`config.mk`:
```
export PLATFORM = sky130hd
export DESIGN_NAME = aes_spi_block_ctrl_flat
export DESIGN_NICKNAME = d
export VERILOG_FILES = /design/src/rtl/aes_spi_block_ctrl_pkg.sv /design/src/rtl/aes_spi_block_ctrl_if.sv /design/src/rtl/aes_spi_block_ctrl_spi_done_edge.sv /design/src/rtl/aes_spi_block_ctrl.sv /design/src/flat_wrapper.sv
export SDC_FILE = /design/constraint.sdc
export NUM_CORES = 1
export LEC_CHECK = 0
export CORE_ASPECT_RATIO = 1.4
export CORE_MARGIN = 4
export CORE_UTILIZATION = 44
export DETAILED_ROUTE_END_ITERATION = 10
export MAX_ROUTING_LAYER = met4
export PLACE_DENSITY = 0.77
export SLEW_MARGIN = 20
export SYNTH_ARGS = -nofsm -noshare
export SYNTH_HDL_FRONTEND = slang
export SYNTH_SLANG_ARGS = --single-unit
export TNS_END_PERCENT = 30
```
`constraint.sdc`:
```
create_clock -name clock -period 1.7 [get_ports clock]
set_clock_uncertainty 0.15 [all_clocks]
set_input_delay 0.17 -clock clock [delete_from_list [all_inputs] [get_ports clock]]
set_output_delay 0.17 -clock clock [all_outputs]
set_load 0.01 [all_outputs]
```
`src/rtl/aes_spi_block_ctrl_pkg.sv`:
```
// Shared constants for the AES block <-> 16-bit SPI master sequencer.
package aes_spi_pkg;

    localparam int SPI_WORD_W = 16;
    localparam int BLOCK_W    = 128;

    typedef logic [2:0] state_t;

    localparam state_t S_IDLE    = 3'd0;
    localparam state_t S_LOAD    = 3'd1;
    localparam state_t S_WAIT    = 3'd2;
    localparam state_t S_CAPTURE = 3'd3;
    localparam state_t S_GAP     = 3'd4;
    localparam state_t S_FINISH  = 3'd5;

endpackage

```
`src/rtl/aes_spi_block_ctrl_if.sv`:
```
// Block-side and SPI-master-side signals of the sequencer; slave = the sequencer.
interface aes_spi_block_ctrl_if #(
    parameter int WORDS = 8
);
    import aes_spi_pkg::*;

    logic                          blk_valid;
    logic                          blk_ready;
    logic [WORDS*SPI_WORD_W-1:0]   blk_in;
    logic                          res_valid;
    logic [WORDS*SPI_WORD_W-1:0]   res_out;
    logic                          err;
    logic [SPI_WORD_W-1:0]         spi_data_in;
    logic                          spi_data_valid;
    logic                          spi_done;
    logic [SPI_WORD_W-1:0]         spi_data_out;

    modport slave (
        input  blk_valid, blk_in, spi_done, spi_data_out,
        output blk_ready, res_valid, res_out, err, spi_data_in, spi_data_valid
    );

    modport master (
        output blk_valid, blk_in, spi_done, spi_data_out,
        input  blk_ready, res_valid, res_out, err, spi_data_in, spi_data_valid
    );

endinterface

```
`src/rtl/aes_spi_block_ctrl_spi_done_edge.sv`:
```
// Registered rising-edge detector on the SPI master's DONE.
module spi_done_edge (
    input  logic clock,
    input  logic rst_n,
    input  logic done,
    output logic rise
);

    logic done_q, done_d;

    always_comb done_d = done;

    always_ff @(posedge clock) begin
        if (!rst_n) done_q <= 1'b0;
        else        done_q <= done_d;
    end

    assign rise = done & ~done_q;

endmodule

```
`src/rtl/aes_spi_block_ctrl.sv`:
```
// Sends one block through the SPI master as WORDS word transfers and gathers MISO.
// Optional DONE watchdog enabled by defining SPI_TIMEOUT_EN.
module aes_spi_block_ctrl
    import aes_spi_pkg::*;
#(
    parameter int WORDS      = 8,
    parameter int GAP_CYCLES = 2,
    parameter int TIMEOUT    = 64
) (
    input logic            clock,
    input logic            rst_n,
    aes_spi_block_ctrl_if.slave bus
);

    localparam int IW = (WORDS > 1) ? $clog2(WORDS) : 1;
    localparam int GW = (GAP_CYCLES > 1) ? $clog2(GAP_CYCLES) : 1;
    localparam logic [IW-1:0] LAST_IDX = IW'(WORDS - 1);
    localparam logic [GW-1:0] GAP_LAST = GW'((GAP_CYCLES > 0) ? GAP_CYCLES - 1 : 0);

    state_t                              state_q, state_d;
    logic [IW-1:0]                       idx_q, idx_d;
    logic [GW-1:0]                       gap_q, gap_d;
    logic [WORDS-1:0][SPI_WORD_W-1:0]    buf_q, buf_d;
    logic [WORDS-1:0][SPI_WORD_W-1:0]    res_q, res_d;
    logic                                done_rise;
    logic                                tmo_hit;

    spi_done_edge u_done_edge (
        .clock (clock),
        .rst_n (rst_n),
        .done  (bus.spi_done),
        .rise  (done_rise)
    );

`ifdef SPI_TIMEOUT_EN
    localparam int TW = $clog2(TIMEOUT + 1);
    localparam logic [TW-1:0] TMO_LAST = TW'(TIMEOUT - 1);

    logic [TW-1:0] tmo_q, tmo_d;

    // A DONE edge in the last allowed cycle still wins over the abort.
    assign tmo_hit = (state_q == S_WAIT) && !done_rise && (tmo_q == TMO_LAST);

    always_comb begin
        tmo_d = tmo_q;
        if (state_q == S_LOAD)      tmo_d = '0;
        else if (state_q == S_WAIT) tmo_d = tmo_q + 1'b1;
    end

    always_ff @(posedge clock) begin
        if (!rst_n) tmo_q <= '0;
        else        tmo_q <= tmo_d;
    end
`else
    // No watchdog: WAIT holds until DONE, never fires.
    assign tmo_hit = (TIMEOUT < 0);
`endif

    always_comb begin
        state_d = state_q;
        idx_d   = idx_q;
        gap_d   = gap_q;
        buf_d   = buf_q;
        res_d   = res_q;
        case (state_q)
            S_IDLE: if (bus.blk_valid) begin
                buf_d   = bus.blk_in;
                idx_d   = '0;
                state_d = S_LOAD;
            end
            S_LOAD: state_d = S_WAIT;
            S_WAIT: begin
                if (done_rise)    state_d = S_CAPTURE;
                else if (tmo_hit) state_d = S_IDLE;
            end
            // DATA_OUT settles on DONE's edge, so it is sampled one cycle later here.
            S_CAPTURE: begin
                res_d[idx_q] = bus.spi_data_out;
                if (idx_q == LAST_IDX) begin
                    state_d = S_FINISH;
                end else begin
                    idx_d   = idx_q + 1'b1;
                    gap_d   = '0;
                    state_d = (GAP_CYCLES == 0) ? S_LOAD : S_GAP;
                end
            end
            S_GAP: begin
                if (gap_q == GAP_LAST) state_d = S_LOAD;
                else                   gap_d   = gap_q + 1'b1;
            end
            S_FINISH: state_d = S_IDLE;
            default:  state_d = S_IDLE;
        endcase
    end

    always_ff @(posedge clock) begin
        if (!rst_n) begin
            state_q <= S_IDLE;
            idx_q   <= '0;
            gap_q   <= '0;
            buf_q   <= '0;
            res_q   <= '0;
        end else begin
            state_q <= state_d;
            idx_q   <= idx_d;
            gap_q   <= gap_d;
            buf_q   <= buf_d;
            res_q   <= res_d;
        end
    end

    assign bus.blk_ready      = (state_q == S_IDLE);
    assign bus.res_valid      = (state_q == S_FINISH);
    assign bus.res_out        = res_q;
    assign bus.err            = tmo_hit;
    assign bus.spi_data_valid = (state_q == S_LOAD);
    assign bus.spi_data_in    = (state_q == S_LOAD) ? buf_q[idx_q] : '0;

endmodule

```
`src/flat_wrapper.sv`:
```
// flat-port wrapper written by rule: the top's interface ports become plain ports
module aes_spi_block_ctrl_flat import aes_spi_pkg::*;
#(
    parameter int WORDS      = 8,
    parameter int GAP_CYCLES = 2,
    parameter int TIMEOUT    = 64
)
  (clock, rst_n, bus_blk_valid, bus_blk_in, bus_spi_done, bus_spi_data_out, bus_blk_ready, bus_res_valid, bus_res_out, bus_err, bus_spi_data_in, bus_spi_data_valid);
  aes_spi_block_ctrl_if #(.WORDS(WORDS)) bus_i ();
  input logic clock;
  input logic rst_n;
  input wire logic [$bits(bus_i.blk_valid)-1:0] bus_blk_valid;
  input wire logic [$bits(bus_i.blk_in)-1:0] bus_blk_in;
  input wire logic [$bits(bus_i.spi_done)-1:0] bus_spi_done;
  input wire logic [$bits(bus_i.spi_data_out)-1:0] bus_spi_data_out;
  output wire logic [$bits(bus_i.blk_ready)-1:0] bus_blk_ready;
  output wire logic [$bits(bus_i.res_valid)-1:0] bus_res_valid;
  output wire logic [$bits(bus_i.res_out)-1:0] bus_res_out;
  output wire logic [$bits(bus_i.err)-1:0] bus_err;
  output wire logic [$bits(bus_i.spi_data_in)-1:0] bus_spi_data_in;
  output wire logic [$bits(bus_i.spi_data_valid)-1:0] bus_spi_data_valid;
  assign bus_i.blk_valid = bus_blk_valid;
  assign bus_i.blk_in = bus_blk_in;
  assign bus_i.spi_done = bus_spi_done;
  assign bus_i.spi_data_out = bus_spi_data_out;
  assign bus_blk_ready = bus_i.blk_ready;
  assign bus_res_valid = bus_i.res_valid;
  assign bus_res_out = bus_i.res_out;
  assign bus_err = bus_i.err;
  assign bus_spi_data_in = bus_i.spi_data_in;
  assign bus_spi_data_valid = bus_i.spi_data_valid;
  aes_spi_block_ctrl #(.WORDS(WORDS), .GAP_CYCLES(GAP_CYCLES), .TIMEOUT(TIMEOUT)) u_core (.clock(clock), .rst_n(rst_n), .bus(bus_i));
endmodule
```
==> flow_metrics.py <==
metrics = {
    "clock_network": {
        "clk_path_buf_depth": 3,
        "clkTransAtPathRegs_ps": 70,
        "cts_root_buf": "clkbuf_16",
        "clock-sinks": 264,
        "cts_htree_levels": 1,
        "insertion_delay_ps": 530,
        "cts_buffers": 26,
        "cts_tree": "yes",
    },
    "final_layout": {
        "final_cell_mix": "nand2_1, dfxtp_1, mux2i_1, clkdlybuf4s50_1, dlymetal6s2s_1",
        "drive_gt1_frac": 0.255,
        "nNetsFinal": 1692,
        "area_delta_synth_final_pct": 64.4,
        "nFillCells": 1478,
        "fin_cells": 1871,
        "design_area_mm2": 0.0178,
        "layout_commonest_cell": "nand2_1",
    },
    "status": {
        "outcome": "finished, violations left",
        "violations": "setup timing",
    },
    "critical_path": {
        "rrSetupSlack_ps": -520,
        "criticalPathCategory": "register to output port",
        "reg2reg_depth": 8,
        "reg2reg_from": "u_core.idx_q[0]$_SDFFE_PN0P_",
        "r2r_end": "u_core.idx_q[0]$_SDFFE_PN0P_",
        "cp.arrival_ps": 2030,
        "cp_max_fo": 5,
        "crit_required_ps": 1380,
        "worst_setup_path_start_kind": "register",
        "endpoint_kind": "output port",
    },
    "route": {
        "drt-total-wl_mm": 43.7,
        "firstDrtPassIters": 7,
        "dr.first_iter.drc_count": 780,
        "wl_met3_mm": 4.20,
        "antenna_left": 0,
        "wire_per_inst_um": 23.4,
        "vias": 10600,
        "met1_length_mm": 15.4,
        "drc": 0,
        "top_layer": "met4",
        "via_per_inst": 5.69,
        "wl_met2_mm": 21.3,
    },
    "sta": {
        "drv_slew": 0,
        "finalSetupViolCount": 302,
        "fmax_mhz": 426,
        "fin_crit_sh": 1.38,
        "fin_ws_ps": -648,
        "timing.final.hold_violations": 0,
        "rsz0062_at_grt": "yes",
        "period_needed_ps": 2350,
    },
    "pwr": {
        "power.share.sequential": 0.412,
        "p_clk_frac": 0.335,
        "switchingPower_uw": 4880,
        "swShare": 0.290,
        "power.leakage_uw": 0.00879,
        "p_int_uw": 12000,
        "p_per_area_mw_per_mm2": 944,
        "pwr-share-comb": 0.252,
        "ir_worst_vdd_mv": 0.907,
    },
    "synthesis": {
        "synth_edf_count": 0,
        "async_flop_share": 0,
        "ys_ff_latch": 264,
        "netlist_area_mm2": 0.0109,
        "avgSynthCellArea_um2": 9.20,
        "synthFlopType": "dfxtp_1",
        "synth_nets": 1329,
        "syn_inst": 1179,
        "synth_warnings": 0,
        "synth.distinct_cells": 45,
        "yosysSeqAreaShare": 0.487,
    },
    "floorplan": {
        "die_h_um": 194,
        "start_util": 0.449,
        "ios": 296,
        "num_rows": 67,
        "die_area_mm2": 0.0273,
        "fp.coreArea_mm2": 0.0241,
        "die_w_um": 141,
    },
    "hold_path": {
        "hold_end": "u_core.buf_q[5]$_SDFFE_PN0P_",
        "worst_hold_path_type": "input pin to register",
        "hold_depth": 3,
        "hold_start": "bus_blk_in[5]",
    },
    "grt": {
        "groute.usage.overall": 0.277,
        "antenna_found_initial": 1,
        "grt_max_degree": 55,
        "grt_pass1_vias": 10800,
        "grt_pass1_wl_mm": 59.1,
        "grt_overflow_total": 0,
    },
    "placement": {
        "preCtsSetupSlack_ps": -361,
        "dpl-instance-area_mm2": 0.0145,
        "place.gp.congestion": 0.847,
        "dpl.cell_count": 1748,
        "port-buffer-count": 294,
        "place_hpwl_mm": 23.7,
    },
    "job": {
        "drv_cap": 0,
    },
}
## critical path, stage by stage, from the launching register on
cell	delay, ps
dfxtp_4	390
buf_12	140
buf_12	120
buf_16	120
mux2i_1	250
o22ai_1	120
o21a_1	220
buf_2	150
## repair_timing
item                                    4_1_cts  5_1_grt
hold buffers                                  1        0
setup buffers                                30       17
endpoints found under the hold margin        13        0
resized for setup                           239      386
cloned                                       25       11
pin swaps                                    75      125
endpoints found under the setup margin      363      406
## per-stage QoR
stage               utilization  TNS (ps)  power, uW  hold slack [ps]
finish                    0.739    -62410      16800             35.5
global route              0.739    -76230      17300             43.2
CTS                       0.686    -68140      15800             14.9
detailed placement        0.600    -38640       9150              298
global placement          0.600    -33250       9110              291
floorplan                     -      -104       8100              142
## power groups by stage
stage	Combinational, uW	Clock, uW	Sequential, uW
after floorplan	1260	0	6840
after global placement	2170	0	6930
after detailed placement	2220	0	6930
after CTS	3290	5690	6820
after global routing	4410	5950	6950
final	4250	5640	6940
## state kept, by name (all words and copies together), names as in the netlist
| register | count |
|---|---|
| u_core.idx_q | 3 |
| u_core.buf_q | 128 |
| u_core.bus.res_out | 128 |
| u_core.state_q | 3 |
| u_core.u_done_edge.done_q | 1 |
| u_core.gap_q | 1 |
## Yosys cell counts (all sizes together), types with 3 or more instances
| cell type | instances | area share |
|---|---|---|
| nand2 | 406 | 0.14 |
| o22ai | 30 | 0.017 |
| nor4b | 3 | 0.0024 |
| dfxtp | 264 | 0.49 |
| o21a | 16 | 0.011 |
| nand2b | 3 | 0.0017 |
| nand3 | 4 | 0.0023 |
| nand4 | 3 | 0.0029 |
| a21oi | 3 | 0.0014 |
| clkbuf | 37 | 0.013 |
| mux2i | 190 | 0.18 |
| buf | 54 | 0.029 |
| nor2 | 7 | 0.0027 |
| a21boi | 130 | 0.090 |
## layer usage
metal  vias to the layer above  GRT usage
met5                         -          -
met1                      5064      0.306
met4                         0      0.126
li1                       4696          -
met3                       203     0.0674
met2                       677      0.469
## kinds of logic after synthesis
kind of cell    after synthesis  share of synthesized area
compound gates              183                      0.122
flops                       264                      0.487
buf+inv                      93                     0.0423
simple gates                444                      0.168
fa+ha+maj                     2                    0.00231
mux                         191                      0.177
xor+xnor                      1                   0.000807
other cells                   1                   0.000346
## area by class of cell
type                    count  area (um^2)  share of cell area
diodes                      1         2.50            0.000140
multi-input cells         823         6060               0.340
flip-flops and latches    264         5300               0.297
clock inverters             7         42.5             0.00238
clock buffers              39          791              0.0443
inverters                   2         7.51            0.000421
repair buffers            425         5250               0.294
well taps                 310          388              0.0217
## how the worst max path moves through the flow
stage                                  from                      endpoint  slack [ps]  cells after the start
5_1_grt        u_core.idx_q[0]$_SDFFE_PN0P_            bus_spi_data_in[4]        -710                      7
2_1_floorplan  u_core.idx_q[1]$_SDFFE_PN0P_  u_core.idx_q[0]$_SDFFE_PN0P_         -70                      5
3_3_place_gp   u_core.idx_q[2]$_SDFFE_PN0P_           bus_spi_data_in[10]        -340                      4
3_5_place_dp   u_core.idx_q[2]$_SDFFE_PN0P_           bus_spi_data_in[15]        -360                      4
6_report       u_core.idx_q[0]$_SDFFE_PN0P_            bus_spi_data_in[3]        -650                      7
4_1_cts        u_core.idx_q[0]$_SDFFE_PN0P_            bus_spi_data_in[1]        -560                      7
Note: power is estimated with default switching activity, not from simulation.
